<file path="config.mk">
export PLATFORM = sky130hd
export DESIGN_NAME = matrix_result_streamer_flat
export DESIGN_NICKNAME = d
export VERILOG_FILES = /design/src/rtl/matrix_result_streamer_pkg.sv /design/src/rtl/matrix_result_streamer_if.sv /design/src/rtl/matrix_result_streamer_digit_saturate.sv /design/src/rtl/matrix_result_streamer.sv /design/src/flat_wrapper.sv
export SDC_FILE = /design/constraint.sdc
export NUM_CORES = 1
export LEC_CHECK = 0
export BUFFER_PORTS_ARGS = -buffer_cell sky130_fd_sc_hd__buf_2
export CAP_MARGIN = 5
export CORE_ASPECT_RATIO = 0.5
export CORE_MARGIN = 1
export CORE_UTILIZATION = 45
export DETAILED_ROUTE_END_ITERATION = 6
export GPL_TIMING_DRIVEN = 0
export PLACE_DENSITY_LB_ADDON = 0.3
export SYNTH_ARGS = -nofsm -noshare
export SYNTH_HDL_FRONTEND = slang
export SYNTH_SLANG_ARGS = --single-unit
</file>
<file path="constraint.sdc">
create_clock -name i_clk -period 8.7 [get_ports i_clk]
set_clock_uncertainty 0.15 [all_clocks]
set_input_delay 1.305 -clock i_clk [delete_from_list [all_inputs] [get_ports i_clk]]
set_output_delay 1.305 -clock i_clk [all_outputs]
set_load 0.01 [all_outputs]
</file>
<file path="src/rtl/matrix_result_streamer_pkg.sv">
// Shared types and display constants for the matrix result streaming path.
package matrix_pkg;

    typedef enum logic {
        IDLE = 1'b0,
        SHOW = 1'b1
    } stream_state_t;

    localparam int DEFAULT_ELEM_WIDTH = 14;

    // Two-digit display: anything beyond this shows as 99 with overflow set.
    localparam logic [3:0] DIGIT_SAT = 4'd9;
    localparam int         DISP_MAX  = 99;

endpackage

</file>
<file path="src/rtl/matrix_result_streamer_if.sv">
// Control/data bundle between the result streamer and the board display/IO logic.
interface matrix_result_streamer_if #(
    parameter int ELEM_WIDTH = 14,
    parameter int NUM_ELEMS  = 2
);
    localparam int IDX_WIDTH = (NUM_ELEMS > 1) ? $clog2(NUM_ELEMS) : 1;

    logic                            start;
    logic [NUM_ELEMS*ELEM_WIDTH-1:0] matrix_in;
    logic                            next;
    logic [ELEM_WIDTH-1:0]           elem;
    logic [IDX_WIDTH-1:0]            index;
    logic                            neg;
    logic [3:0]                      tens;
    logic [3:0]                      ones;
    logic                            overflow;
    logic                            valid;
    logic                            busy;
    logic                            done;

    modport master (
        output start, matrix_in, next,
        input  elem, index, neg, tens, ones, overflow, valid, busy, done
    );

    modport slave (
        input  start, matrix_in, next,
        output elem, index, neg, tens, ones, overflow, valid, busy, done
    );

endinterface

</file>
<file path="src/rtl/matrix_result_streamer_digit_saturate.sv">
// Signed value to sign + two decimal digits, saturating at 99 (also used for the determinant display).
module digit_saturate
    import matrix_pkg::*;
#(
    parameter int ELEM_WIDTH = DEFAULT_ELEM_WIDTH
) (
    input  logic [ELEM_WIDTH-1:0] i_value,
    output logic                  o_neg,
    output logic [3:0]            o_tens,
    output logic [3:0]            o_ones,
    output logic                  o_overflow
);
    localparam logic [ELEM_WIDTH-1:0] MOST_NEG = {1'b1, {(ELEM_WIDTH-1){1'b0}}};

    logic [ELEM_WIDTH-1:0] w_abs;
    logic [6:0]            w_small;

    assign o_neg = i_value[ELEM_WIDTH-1];
    assign w_abs = o_neg ? (~i_value + 1'b1) : i_value;

    // The most negative value negates to itself, so it is flagged explicitly.
    assign o_overflow = (i_value == MOST_NEG) || (w_abs > ELEM_WIDTH'(DISP_MAX));

    assign w_small = w_abs[6:0];
    assign o_tens  = o_overflow ? DIGIT_SAT : 4'(w_small / 7'd10);
    assign o_ones  = o_overflow ? DIGIT_SAT : 4'(w_small % 7'd10);

endmodule

</file>
<file path="src/rtl/matrix_result_streamer.sv">
// Captures a packed result vector on start and presents one element per rising edge of next.
module matrix_result_streamer
    import matrix_pkg::*;
#(
    parameter int ELEM_WIDTH = DEFAULT_ELEM_WIDTH,
    parameter int NUM_ELEMS  = 2,
    parameter int IDX_WIDTH  = (NUM_ELEMS > 1) ? $clog2(NUM_ELEMS) : 1
) (
    input  logic                     i_clk,
    input  logic                     i_rst,
    matrix_result_streamer_if.slave  bus
);
    localparam int                   VEC_WIDTH = NUM_ELEMS * ELEM_WIDTH;
    localparam logic [IDX_WIDTH-1:0] LAST_IDX  = IDX_WIDTH'(NUM_ELEMS - 1);

    stream_state_t          r_state, w_state_nxt;
    logic [VEC_WIDTH-1:0]   r_shadow, w_shadow_nxt;
    logic [IDX_WIDTH-1:0]   r_index, w_index_nxt;
    logic                   r_next_q;
    logic                   r_done, w_done_nxt;
    logic                   w_rise;
    logic                   w_valid;
    logic [ELEM_WIDTH-1:0]  w_elem;
    logic                   w_neg, w_overflow;
    logic [3:0]             w_tens, w_ones;

    // next_q tracks the button in every state, so a press held across start never advances.
    assign w_rise = bus.next & ~r_next_q;

    always_ff @(posedge i_clk) begin
        if (i_rst) begin
            r_state  <= IDLE;
            r_shadow <= '0;
            r_index  <= '0;
            r_next_q <= 1'b0;
            r_done   <= 1'b0;
        end else begin
            r_state  <= w_state_nxt;
            r_shadow <= w_shadow_nxt;
            r_index  <= w_index_nxt;
            r_next_q <= bus.next;
            r_done   <= w_done_nxt;
        end
    end

    always_comb begin
        w_state_nxt  = r_state;
        w_shadow_nxt = r_shadow;
        w_index_nxt  = r_index;
        w_done_nxt   = 1'b0;
        case (r_state)
            IDLE: begin
                if (bus.start) begin
                    w_shadow_nxt = bus.matrix_in;
                    w_index_nxt  = '0;
                    w_state_nxt  = SHOW;
                end
            end
            SHOW: begin
                if (w_rise) begin
                    if (r_index == LAST_IDX) begin
                        w_state_nxt = IDLE;
                        w_index_nxt = '0;
                        w_done_nxt  = 1'b1;
                    end else begin
                        w_index_nxt = r_index + 1'b1;
                    end
                end
            end
        endcase
    end

    assign w_valid = (r_state == SHOW);
    // Zeroing elem while idle also zeroes neg/tens/ones/overflow out of the converter.
    assign w_elem  = w_valid ? r_shadow[r_index*ELEM_WIDTH +: ELEM_WIDTH] : '0;

    digit_saturate #(
        .ELEM_WIDTH (ELEM_WIDTH)
    ) u_digits (
        .i_value    (w_elem),
        .o_neg      (w_neg),
        .o_tens     (w_tens),
        .o_ones     (w_ones),
        .o_overflow (w_overflow)
    );

    assign bus.elem     = w_elem;
    assign bus.index    = w_valid ? r_index : '0;
    assign bus.neg      = w_neg;
    assign bus.tens     = w_tens;
    assign bus.ones     = w_ones;
    assign bus.overflow = w_overflow;
    assign bus.valid    = w_valid;
    assign bus.busy     = w_valid;
    assign bus.done     = r_done;

endmodule

</file>
<file path="src/flat_wrapper.sv">
// flat-port wrapper written by rule: the top's interface ports become plain ports
module matrix_result_streamer_flat import matrix_pkg::*;
#(
    parameter int ELEM_WIDTH = DEFAULT_ELEM_WIDTH,
    parameter int NUM_ELEMS  = 2,
    parameter int IDX_WIDTH  = (NUM_ELEMS > 1) ? $clog2(NUM_ELEMS) : 1
)
  (i_clk, i_rst, bus_start, bus_matrix_in, bus_next, bus_elem, bus_index, bus_neg, bus_tens, bus_ones, bus_overflow, bus_valid, bus_busy, bus_done);
  matrix_result_streamer_if #(.ELEM_WIDTH(ELEM_WIDTH), .NUM_ELEMS(NUM_ELEMS)) bus_i ();
  input  logic i_clk;
  input  logic i_rst;
  input wire logic [$bits(bus_i.start)-1:0] bus_start;
  input wire logic [$bits(bus_i.matrix_in)-1:0] bus_matrix_in;
  input wire logic [$bits(bus_i.next)-1:0] bus_next;
  output wire logic [$bits(bus_i.elem)-1:0] bus_elem;
  output wire logic [$bits(bus_i.index)-1:0] bus_index;
  output wire logic [$bits(bus_i.neg)-1:0] bus_neg;
  output wire logic [$bits(bus_i.tens)-1:0] bus_tens;
  output wire logic [$bits(bus_i.ones)-1:0] bus_ones;
  output wire logic [$bits(bus_i.overflow)-1:0] bus_overflow;
  output wire logic [$bits(bus_i.valid)-1:0] bus_valid;
  output wire logic [$bits(bus_i.busy)-1:0] bus_busy;
  output wire logic [$bits(bus_i.done)-1:0] bus_done;
  assign bus_i.start = bus_start;
  assign bus_i.matrix_in = bus_matrix_in;
  assign bus_i.next = bus_next;
  assign bus_elem = bus_i.elem;
  assign bus_index = bus_i.index;
  assign bus_neg = bus_i.neg;
  assign bus_tens = bus_i.tens;
  assign bus_ones = bus_i.ones;
  assign bus_overflow = bus_i.overflow;
  assign bus_valid = bus_i.valid;
  assign bus_busy = bus_i.busy;
  assign bus_done = bus_i.done;
  matrix_result_streamer #(.ELEM_WIDTH(ELEM_WIDTH), .NUM_ELEMS(NUM_ELEMS), .IDX_WIDTH(IDX_WIDTH)) u_core (.i_clk(i_clk), .i_rst(i_rst), .bus(bus_i));
endmodule
</file>
==> results.cfg, run 1 <==
[grt]
grt_antenna_before_repair = 0
grt_pass1_wl_mm = 11.6
grt_max_degree = 11
total_routing_usage_gr = 0.226
grt_overflow = 0
via_count_of_the_first_global_routing_pass = 2530

[detailed_routing]
detailroute.via_count = 2680
first_iter_violations = 121
via_per_inst = 5.46
detail_route.wirelength_mm = 7.06
drtPass1Iterations = 4
antenna_violating_nets_post_route = 0
routedWlPerCell_um = 14.4
drcViolationCount = 0

[setup_path]
critical_path_class = reg -> out
setup.worst_path.end_class = output port
crit_path_max_fanout = 10
critical_path_buf_inv_count = 6
timing.critical_path.slowest_cell_delay_ns = 0.48
kind_of_cell_with_the_highest_combined_delay_on_the_critical_path = simple AND/OR/NAND/NOR gates
worstSetupStartpointType = flip-flop
arrival_ns = 6.85
cp.required_ns = 7.24
cpMostUsedCell = sky130_fd_sc_hd__ha_2
cp_slowest_cell = sky130_fd_sc_hd__or4b_4

[sta]
setup-violations-final = 0
timing.final.crit_period_ns = 8.31
maxSlewViolCount = 0
worst_slack_ns = 0.394
relSlewSlack = 0.533
finalHoldViolations = 0
period_share = 0.955
finalHoldWorstSlack_ns = 0.301
clock.fmax_ghz = 0.120
measured_slew_at_the_worst_slew_check_pin_ns = 0.700
finalSetupTns_ns = 0

[placed_design]
dpl_worst_slack_ns = -0.549
detailedPlacementHpwl_mm = 5.36
placed_cell_area_um2 = 3030
place_congestion = 0.825
buffer_ports.inserted = 59

[cts]
clock_latency_ns = 0.27
clk_transition_reported_paths_ns = 0.05
cts-root-to-sink-buffers = 2
clock-sinks = 32
cts.root.buffer_cell = sky130_fd_sc_hd__clkbuf_16
cts_max_level = 2
numCtsBuffers = 5
tritoncts = done
hold_buffers = 0

[layout]
fill_cells = 502
commonest_non_fill_non_tap_cell_in_the_layout = sky130_fd_sc_hd__nand2_1
multiInputGateArea_um2 = 1920
mostFrequentLayoutCells = 82 x sky130_fd_sc_hd__nand2_1, 61 x sky130_fd_sc_hd__buf_2, 36 x sky130_fd_sc_hd__a21oi_1, 32 x sky130_fd_sc_hd__dfxtp_1, 19 x sky130_fd_sc_hd__inv_1
signed_area_change_from_the_synthesized_netlist_to_the_final_layout_pct = 24.6
sequential_cell_area_um2 = 641
fin_area_um2 = 3300
drive_gt1_frac = 0.292
n_antenna_cell = 0
final_net_count = 460

[floorplanning]
rows = 19
die_area_um2 = 6210
floorplan.die.width_um = 110
boundaryPins = 60
initial_core_util = 0.476
chipHeight_um = 56.2
core_um2 = 5560

[yosys]
synth.ff_latch_count = 32
syn-instance-count = 348
syn-cell-area_um2 = 2650
synth_top_area_frac = 0.242
synth-edff-count = 0
synth_cell_types = 73
synth_largest_area_cell = sky130_fd_sc_hd__dfxtp_1
yosysWarningCount = 0
synth_async_sr_flop_share = 0
synth_nets = 391
syn_area_per_cell_um2 = 7.61
synth.area.top_cells = sky130_fd_sc_hd__dfxtp_1 24%, sky130_fd_sc_hd__nand2_1 12%, sky130_fd_sc_hd__a21oi_1 6.8%
synthFlopType = sky130_fd_sc_hd__dfxtp_1
ys_seq_area_frac = 0.242

[power_and_ir_drop]
irDropWorstVdd_mv = 0.154
cellLeakagePower_nw = 1.48
ratio_of_total_power_to_cell_area_nw_per_um2 = 147

[run_status]
run_status = finished, final reports clean

[job]
cap_violations = 0

[min_path]
worstHoldPathType = reg -> reg
[through the flow]
stage,utilization,cells,total power [mW]
detailed placement,0.545,480,0.307
global placement,0.545,480,0.302
floorplan,-,348,0.265
CTS,0.584,489,0.481
finish,0.593,491,0.486
global route,0.593,491,0.510
[what timing repair did]
item                                   4_1_cts  5_1_grt
pin swaps                                    1        2
endpoints found under the hold margin        0        0
buffers inserted                             1        2
gates resized for setup                     12        9
setup endpoints to repair                    4        4
[final cells by class]
| type | instances | area share |
|---|---|---|
| plain buffers | 18 | 0.0300 |
| flip-flops and latches | 32 | 0.194 |
| multi-input cells | 276 | 0.582 |
| repair buffers | 62 | 0.0963 |
| well taps | 73 | 0.0277 |
| inverters | 22 | 0.0250 |
| clock buffers | 8 | 0.0444 |
[cell usage after synthesis, types with 2 or more instances]
| cell type | number |
|---|---|
| sky130_fd_sc_hd__buf_4 | 2 |
| sky130_fd_sc_hd__mux2_1 | 2 |
| sky130_fd_sc_hd__a2bb2oi_1 | 2 |
| sky130_fd_sc_hd__xnor2_1 | 5 |
| sky130_fd_sc_hd__o21ai_0 | 7 |
| sky130_fd_sc_hd__o32ai_1 | 3 |
| sky130_fd_sc_hd__inv_2 | 3 |
| sky130_fd_sc_hd__nor2_1 | 12 |
| sky130_fd_sc_hd__ha_1 | 11 |
| sky130_fd_sc_hd__buf_2 | 2 |
| sky130_fd_sc_hd__nor4_1 | 6 |
| sky130_fd_sc_hd__a21boi_0 | 2 |
| sky130_fd_sc_hd__nand2b_1 | 4 |
| sky130_fd_sc_hd__inv_1 | 19 |
| sky130_fd_sc_hd__o211ai_1 | 4 |
| sky130_fd_sc_hd__nor2_2 | 2 |
| sky130_fd_sc_hd__and2_1 | 3 |
| sky130_fd_sc_hd__nor3b_1 | 4 |
| sky130_fd_sc_hd__a21oi_1 | 36 |
| sky130_fd_sc_hd__dfxtp_1 | 32 |
| sky130_fd_sc_hd__and3_1 | 4 |
| sky130_fd_sc_hd__nor2b_1 | 6 |
| sky130_fd_sc_hd__nand2_1 | 83 |
| sky130_fd_sc_hd__nand4_1 | 2 |
| sky130_fd_sc_hd__or3_1 | 3 |
| sky130_fd_sc_hd__buf_6 | 2 |
| sky130_fd_sc_hd__mux2i_1 | 8 |
| sky130_fd_sc_hd__nand3_1 | 4 |
| sky130_fd_sc_hd__clkbuf_1 | 12 |
| sky130_fd_sc_hd__nor3_1 | 8 |
| sky130_fd_sc_hd__o21a_1 | 2 |
| sky130_fd_sc_hd__mux2_2 | 11 |
| sky130_fd_sc_hd__o221ai_1 | 2 |
[worst reg2reg max path: stages, from the launching register on]
cell                       delay [ns]
sky130_fd_sc_hd__dfxtp_1         0.43
sky130_fd_sc_hd__buf_2           0.26
sky130_fd_sc_hd__clkbuf_2        0.24
sky130_fd_sc_hd__clkbuf_2        0.27
sky130_fd_sc_hd__nand2b_1        0.13
sky130_fd_sc_hd__clkbuf_1        0.37
sky130_fd_sc_hd__clkbuf_1        0.40
sky130_fd_sc_hd__nand2_1         0.12
sky130_fd_sc_hd__a21oi_1         0.16
[power breakdown]
group          internal (mW)  switching (mW)  leakage, nW  total [mW]
Sequential             0.155         0.00618        0.263       0.161
Clock                  0.114          0.0569       0.0712       0.171
Combinational         0.0660          0.0883         1.15       0.154
[path summary, 6_finish.rpt]
path | from | endpoint | slack, ns | cells past startpoint
worst max-delay path | u_core.r_index$_SDFFE_PP0P_ | bus_ones[3] | 0.39 | 31
worst min-delay path | u_core.r_shadow[26]$_SDFFE_PP0P_ | u_core.r_shadow[26]$_SDFFE_PP0P_ | 0.30 | 2
worst max register to register | u_core.bus.busy$_SDFF_PP0_ | u_core.r_shadow[27]$_SDFFE_PP0P_ | 6.11 | 8
worst min register to register | u_core.r_shadow[26]$_SDFFE_PP0P_ | u_core.r_shadow[26]$_SDFFE_PP0P_ | 0.30 | 2
[registers in the layout (all words and copies together) (netlist names)]
name	flops
u_core.r_shadow	28
u_core.bus.done	1
u_core.r_index	1
u_core.r_next_q	1
u_core.bus.busy	1
[routing by layer]
metal,vias up,share of wire,GRT usage,routed length [um]
met4,0,0.014,0.0495,99
met5,-,0,0,0
li1,1368,-,-,-
met2,81,0.47,0.385,3310
met1,1219,0.46,0.298,3250
met3,12,0.055,0.0425,390
[logic make-up after synthesis]
| logic type | count (synthesis) | synth area share |
|---|---|---|
| simple gates | 154 | 0.290 |
| xor+xnor | 6 | 0.0269 |
| mux | 21 | 0.0855 |
| flops | 32 | 0.242 |
| fa+ha+maj | 11 | 0.0520 |
| compound gates | 84 | 0.238 |
| buf+inv | 40 | 0.0662 |
No activity file was read; power rests on OpenSTA's default activity.
==> inputs of run 2 (changes only) <==
--- a/config.mk
+++ b/config.mk
@@ -5,8 +5,8 @@
 export SDC_FILE = /design/constraint.sdc
 export NUM_CORES = 1
 export LEC_CHECK = 0
-export BUFFER_PORTS_ARGS = -buffer_cell sky130_fd_sc_hd__buf_2
-export CAP_MARGIN = 5
+export BUFFER_PORTS_ARGS = -buffer_cell sky130_fd_sc_hd__clkbuf_2
+export CAP_MARGIN = 20
 export CORE_ASPECT_RATIO = 0.5
 export CORE_MARGIN = 1
 export CORE_UTILIZATION = 45
==> results.cfg, run 2 (synthesis gave the netlist of run 1 again) <==
[cts]
cts.root.buffer_cell = sky130_fd_sc_hd__clkbuf_16
hold_buffers = 0
numCtsBuffers = 5
tritoncts = done
cts-root-to-sink-buffers = 2
clock-sinks = 32
clk_transition_reported_paths_ns = 0.05
clock_latency_ns = 0.28
cts_max_level = 2

[sta]
timing.final.crit_period_ns = 8.23
clock.fmax_ghz = 0.121
measured_slew_at_the_worst_slew_check_pin_ns = 0.707
maxSlewViolCount = 0
finalHoldViolations = 0
setup-violations-final = 0
period_share = 0.946
finalHoldWorstSlack_ns = 0.305
relSlewSlack = 0.529
finalSetupTns_ns = 0

[layout]
max_reg_flops = 28
fin_area_um2 = 3330
multiInputGateArea_um2 = 1910
final-instance-count-excl-fill = 492
end_of_flow_core_utilization = 0.599
sequential_cell_area_um2 = 641
top_register = u_core.r_shadow
signed_area_change_from_the_synthesized_netlist_to_the_final_layout_pct = 25.9
n_antenna_cell = 0
commonest_non_fill_non_tap_cell_in_the_layout = sky130_fd_sc_hd__nand2_1
drive_gt1_frac = 0.294
fill_cells = 520
mostFrequentLayoutCells = 82 x sky130_fd_sc_hd__nand2_1, 61 x sky130_fd_sc_hd__clkbuf_2, 36 x sky130_fd_sc_hd__a21oi_1, 32 x sky130_fd_sc_hd__dfxtp_1, 19 x sky130_fd_sc_hd__inv_1
final_net_count = 461

[setup_path]
timing.critical_path.slowest_cell_delay_ns = 0.47
critical_path_class = reg -> out
cp.required_ns = 7.24
kind_of_cell_with_the_highest_combined_delay_on_the_critical_path = simple AND/OR/NAND/NOR gates
cp_slowest_cell = sky130_fd_sc_hd__or4bb_1
crit_path_max_fanout = 10
worstSetupStartpointType = flip-flop
arrival_ns = 6.78
cpMostUsedCell = sky130_fd_sc_hd__ha_2
setup.worst_path.end_class = output port
critical_path_buf_inv_count = 6

[placed_design]
place_congestion = 0.831
placed_cell_area_um2 = 3030
place.detailed.instances = 480
buffer_ports.inserted = 59
detailedPlacementHpwl_mm = 5.34

[detailed_routing]
first_iter_violations = 94
drcViolationCount = 0
routedWlPerCell_um = 14.6
detail_route.wirelength_mm = 7.16
drtPass1Iterations = 4
antenna_violating_nets_post_route = 0
detailroute.via_count = 2743
via_per_inst = 5.58

[floorplanning]
initial_core_util = 0.476
chipHeight_um = 56.2
die_area_um2 = 6210
core_um2 = 5560
boundaryPins = 60
rows = 19
floorplan.die.width_um = 110

[grt]
grt_pass1_wl_mm = 12.0
grt_antenna_before_repair = 0
grt_overflow = 0
via_count_of_the_first_global_routing_pass = 2601
grt_max_degree = 11
total_routing_usage_gr = 0.236

[power_and_ir_drop]
cellLeakagePower_nw = 1.49
total_switching_power_uw = 154
clockPowerShare = 0.401
ratio_of_total_power_to_cell_area_nw_per_um2 = 158
cellInternalPower_uw = 371
power.switching_fraction = 0.294
irDropWorstVdd_mv = 0.147
share_seq_of_total_power = 0.307
combinationalPowerShare = 0.292

[job]
cap_violations = 0

[min_path]
worstHoldPathType = reg -> reg

[run_status]
run_status = finished, final reports clean
run 2: layout make-up:
class | instances | area share
timing repair buffer | 63 | 0.0976
clock inverter | 1 | 0.00901
multi-input combinational | 276 | 0.574
tap | 73 | 0.0274
buffer | 18 | 0.0296
inverter | 22 | 0.0248
clock buffer | 7 | 0.0458
sequential | 32 | 0.192
run 2: what timing repair did:
action,4_1_cts,5_1_grt
pin swaps,1,2
endpoints found under the setup margin,4,4
resized for setup,11,10
buffers inserted,1,3
run 2: path summary, 6_finish.rpt:
kind | slack, ns | start | to | cells after the start
worst max-delay path | 0.47 | u_core.r_index$_SDFFE_PP0P_ | bus_ones[3] | 31
worst min-delay path | 0.30 | u_core.r_shadow[10]$_SDFFE_PP0P_ | u_core.r_shadow[10]$_SDFFE_PP0P_ | 2
worst max register to register | 6.06 | u_core.bus.busy$_SDFF_PP0_ | u_core.r_shadow[13]$_SDFFE_PP0P_ | 8
worst min register to register | 0.30 | u_core.r_shadow[10]$_SDFFE_PP0P_ | u_core.r_shadow[10]$_SDFFE_PP0P_ | 2
run 2: layer usage:
metal,track usage,part of all wire,vias up,wire (um)
met1,0.305,0.47,1292,3380
met4,0.0667,0.012,0,89
li1,-,-,1369,-
met2,0.413,0.47,69,3390
met5,0,0,-,0
met3,0.0349,0.042,13,298
run 2: worst min-delay path: cells and delay by family (launching register included):
kind | cells | cell delay, ns
simple gates | 1 | 0.05
flops | 1 | 0.31
compound gates | 1 | 0.05
run 2: power groups by stage:
stage | registers, mW | logic [mW] | clock network (mW)
2_1_floorplan | 0.162 | 0.103 | 0
3_3_place_gp | 0.163 | 0.138 | 0
3_5_place_dp | 0.164 | 0.142 | 0
4_1_cts | 0.161 | 0.147 | 0.211
5_1_grt | 0.163 | 0.170 | 0.219
6_report | 0.161 | 0.153 | 0.211
run 2: per-stage QoR:
stage	worst slack, ns	total power [mW]
6_report	0.466	0.526
5_1_grt	-0.0251	0.551
4_1_cts	0.00264	0.519
3_5_place_dp	-0.543	0.306
3_3_place_gp	-0.288	0.302
2_1_floorplan	0.497	0.265
==> inputs of run 3 (changes only) <==
--- a/config.mk
+++ b/config.mk
@@ -11,8 +11,9 @@
 export CORE_MARGIN = 1
 export CORE_UTILIZATION = 45
 export DETAILED_ROUTE_END_ITERATION = 6
-export GPL_TIMING_DRIVEN = 0
+export GPL_TIMING_DRIVEN = 1
 export PLACE_DENSITY_LB_ADDON = 0.3
+export SLEW_MARGIN = 5
 export SYNTH_ARGS = -nofsm -noshare
 export SYNTH_HDL_FRONTEND = slang
 export SYNTH_SLANG_ARGS = --single-unit
==> results.cfg, run 3 (synthesis gave the netlist of run 1 again) <==
[run_status]
run_status = finished, final reports clean

[layout]
commonest_non_fill_non_tap_cell_in_the_layout = sky130_fd_sc_hd__nand2_1
drive_gt1_frac = 0.284
mostFrequentLayoutCells = 83 x sky130_fd_sc_hd__nand2_1, 59 x sky130_fd_sc_hd__clkbuf_2, 36 x sky130_fd_sc_hd__a21oi_1, 31 x sky130_fd_sc_hd__dfxtp_1, 19 x sky130_fd_sc_hd__inv_1
max_reg_flops = 28
final-instance-count-excl-fill = 475
signed_area_change_from_the_synthesized_netlist_to_the_final_layout_pct = 21.1
fin_area_um2 = 3210
final_net_count = 444
top_register = u_core.r_shadow
n_antenna_cell = 0

[detailed_routing]
drcViolationCount = 0
detailroute.via_count = 2621
drtPass1Iterations = 4
detail_route.wirelength_mm = 6.73
first_iter_violations = 117
routedWlPerCell_um = 14.2
antenna_violating_nets_post_route = 0
via_per_inst = 5.52

[sta]
measured_slew_at_the_worst_slew_check_pin_ns = 0.965
timing.final.crit_period_ns = 8.32
maxSlewViolCount = 0
finalHoldViolations = 0
relSlewSlack = 0.357
clock.fmax_ghz = 0.120
period_share = 0.956
setup-violations-final = 0

[min_path]
worstHoldPathType = reg -> reg
worst_hold_path.num_cells = 2

[cts]
cts.root.buffer_cell = sky130_fd_sc_hd__clkbuf_16
cts_max_level = 2
clock_latency_ns = 0.27
clock-sinks = 32
hold_buffers = 0
cts-root-to-sink-buffers = 2
clk_transition_reported_paths_ns = 0.05
numCtsBuffers = 5
tritoncts = done

[placed_design]
buffer_ports.inserted = 59
place.detailed.instances = 466
placed_cell_area_um2 = 2970
detailedPlacementHpwl_mm = 5.10
place_congestion = 0.895

[floorplanning]
rows = 19
die_area_um2 = 6210
core_um2 = 5560
boundaryPins = 60
chipHeight_um = 56.2
floorplan.die.width_um = 110
initial_core_util = 0.476

[setup_path]
critical_path_buf_inv_count = 5
cp.required_ns = 7.24
worstSetupStartpointType = flip-flop
kind_of_cell_with_the_highest_combined_delay_on_the_critical_path = compound AO/OA/AOI/OAI gates
timing.critical_path.slowest_cell_delay_ns = 0.45
arrival_ns = 6.87
worst-path-stages = 28
crit_path_max_fanout = 13
critical_path_class = reg -> out
reg2reg_depth = 4
setup.worst_path.end_class = output port
timing.reg2reg.setup_slack_ns = 6.56
cp_slowest_cell = sky130_fd_sc_hd__or3_1

[grt]
use_met2 = 0.357
met1_usage = 0.305
total_routing_usage_gr = 0.220
grt_max_degree = 33
via_count_of_the_first_global_routing_pass = 2375
global_route.usage.met3 = 0.0370
grt_busiest_layer = met2
grt_pass1_wl_mm = 11.2
grt_antenna_before_repair = 0
grt_overflow = 0

[power_and_ir_drop]
cellLeakagePower_nw = 1.44
irDropWorstVdd_mv = 0.177
ratio_of_total_power_to_cell_area_nw_per_um2 = 161

[job]
cap_violations = 0
[run 3: worst register-to-register path: cells and delay by family (launching register included)]
kind,cells,cell delay (ns)
and+or+nand+nor,2,0.95
DFF,1,0.45
buffers and inverters,1,0.32
AOI/OAI and AO/OA,1,0.18
[run 3: through the flow]
stage	util	TNS [ns]	power [mW]	setup slack [ns]	hold slack [ns]
floorplan	-	0	0.265	0.497	0.282
global placement	0.534	0	0.301	0.466	0.294
detailed placement	0.534	0	0.304	0.106	0.296
CTS	0.570	0	0.517	0.0412	0.304
global route	0.576	-0.0647	0.544	-0.0451	0.333
finish	0.576	0	0.517	0.379	0.306
[run 3: timing repair]
item,in CTS,in global routing
setup endpoints to repair,4,4
setup buffers,0,1
resized for setup,3,7
pin swaps,0,1
[run 3: worst paths after layout]
kind                                      end                              from
min          u_core.r_shadow[25]$_SDFFE_PP0P_  u_core.r_shadow[25]$_SDFFE_PP0P_
min reg2reg  u_core.r_shadow[25]$_SDFFE_PP0P_  u_core.r_shadow[25]$_SDFFE_PP0P_
max                               bus_ones[3]       u_core.r_index$_SDFFE_PP0P_
max reg2reg  u_core.r_shadow[17]$_SDFFE_PP0P_        u_core.bus.busy$_SDFF_PP0_
[run 3: layout make-up]
class,instances,area [um^2]
Fill cell,526,2360
Timing Repair Buffer,64,333
Tap cell,73,91.3
Multi-Input combinational cell,276,1880
Clock buffer,7,153
Inverter,22,82.6
Clock inverter,1,30.0
Sequential cell,32,642
[run 3: routing by layer]
metal,up-vias,wire length [um]
met5,-,0
met2,53,3100
met1,1228,3360
met4,0,50
met3,8,219
li1,1332,-
[run 3: report_power, final]
| group | leakage [nW] | switching (mW) | total, mW | internal (mW) |
|---|---|---|---|---|
| logic | 1.08 | 0.0835 | 0.144 | 0.0602 |
| clock network | 0.0901 | 0.0609 | 0.211 | 0.150 |
| registers | 0.263 | 0.00710 | 0.162 | 0.155 |
| total | 1.44 | 0.151 | 0.517 | 0.366 |
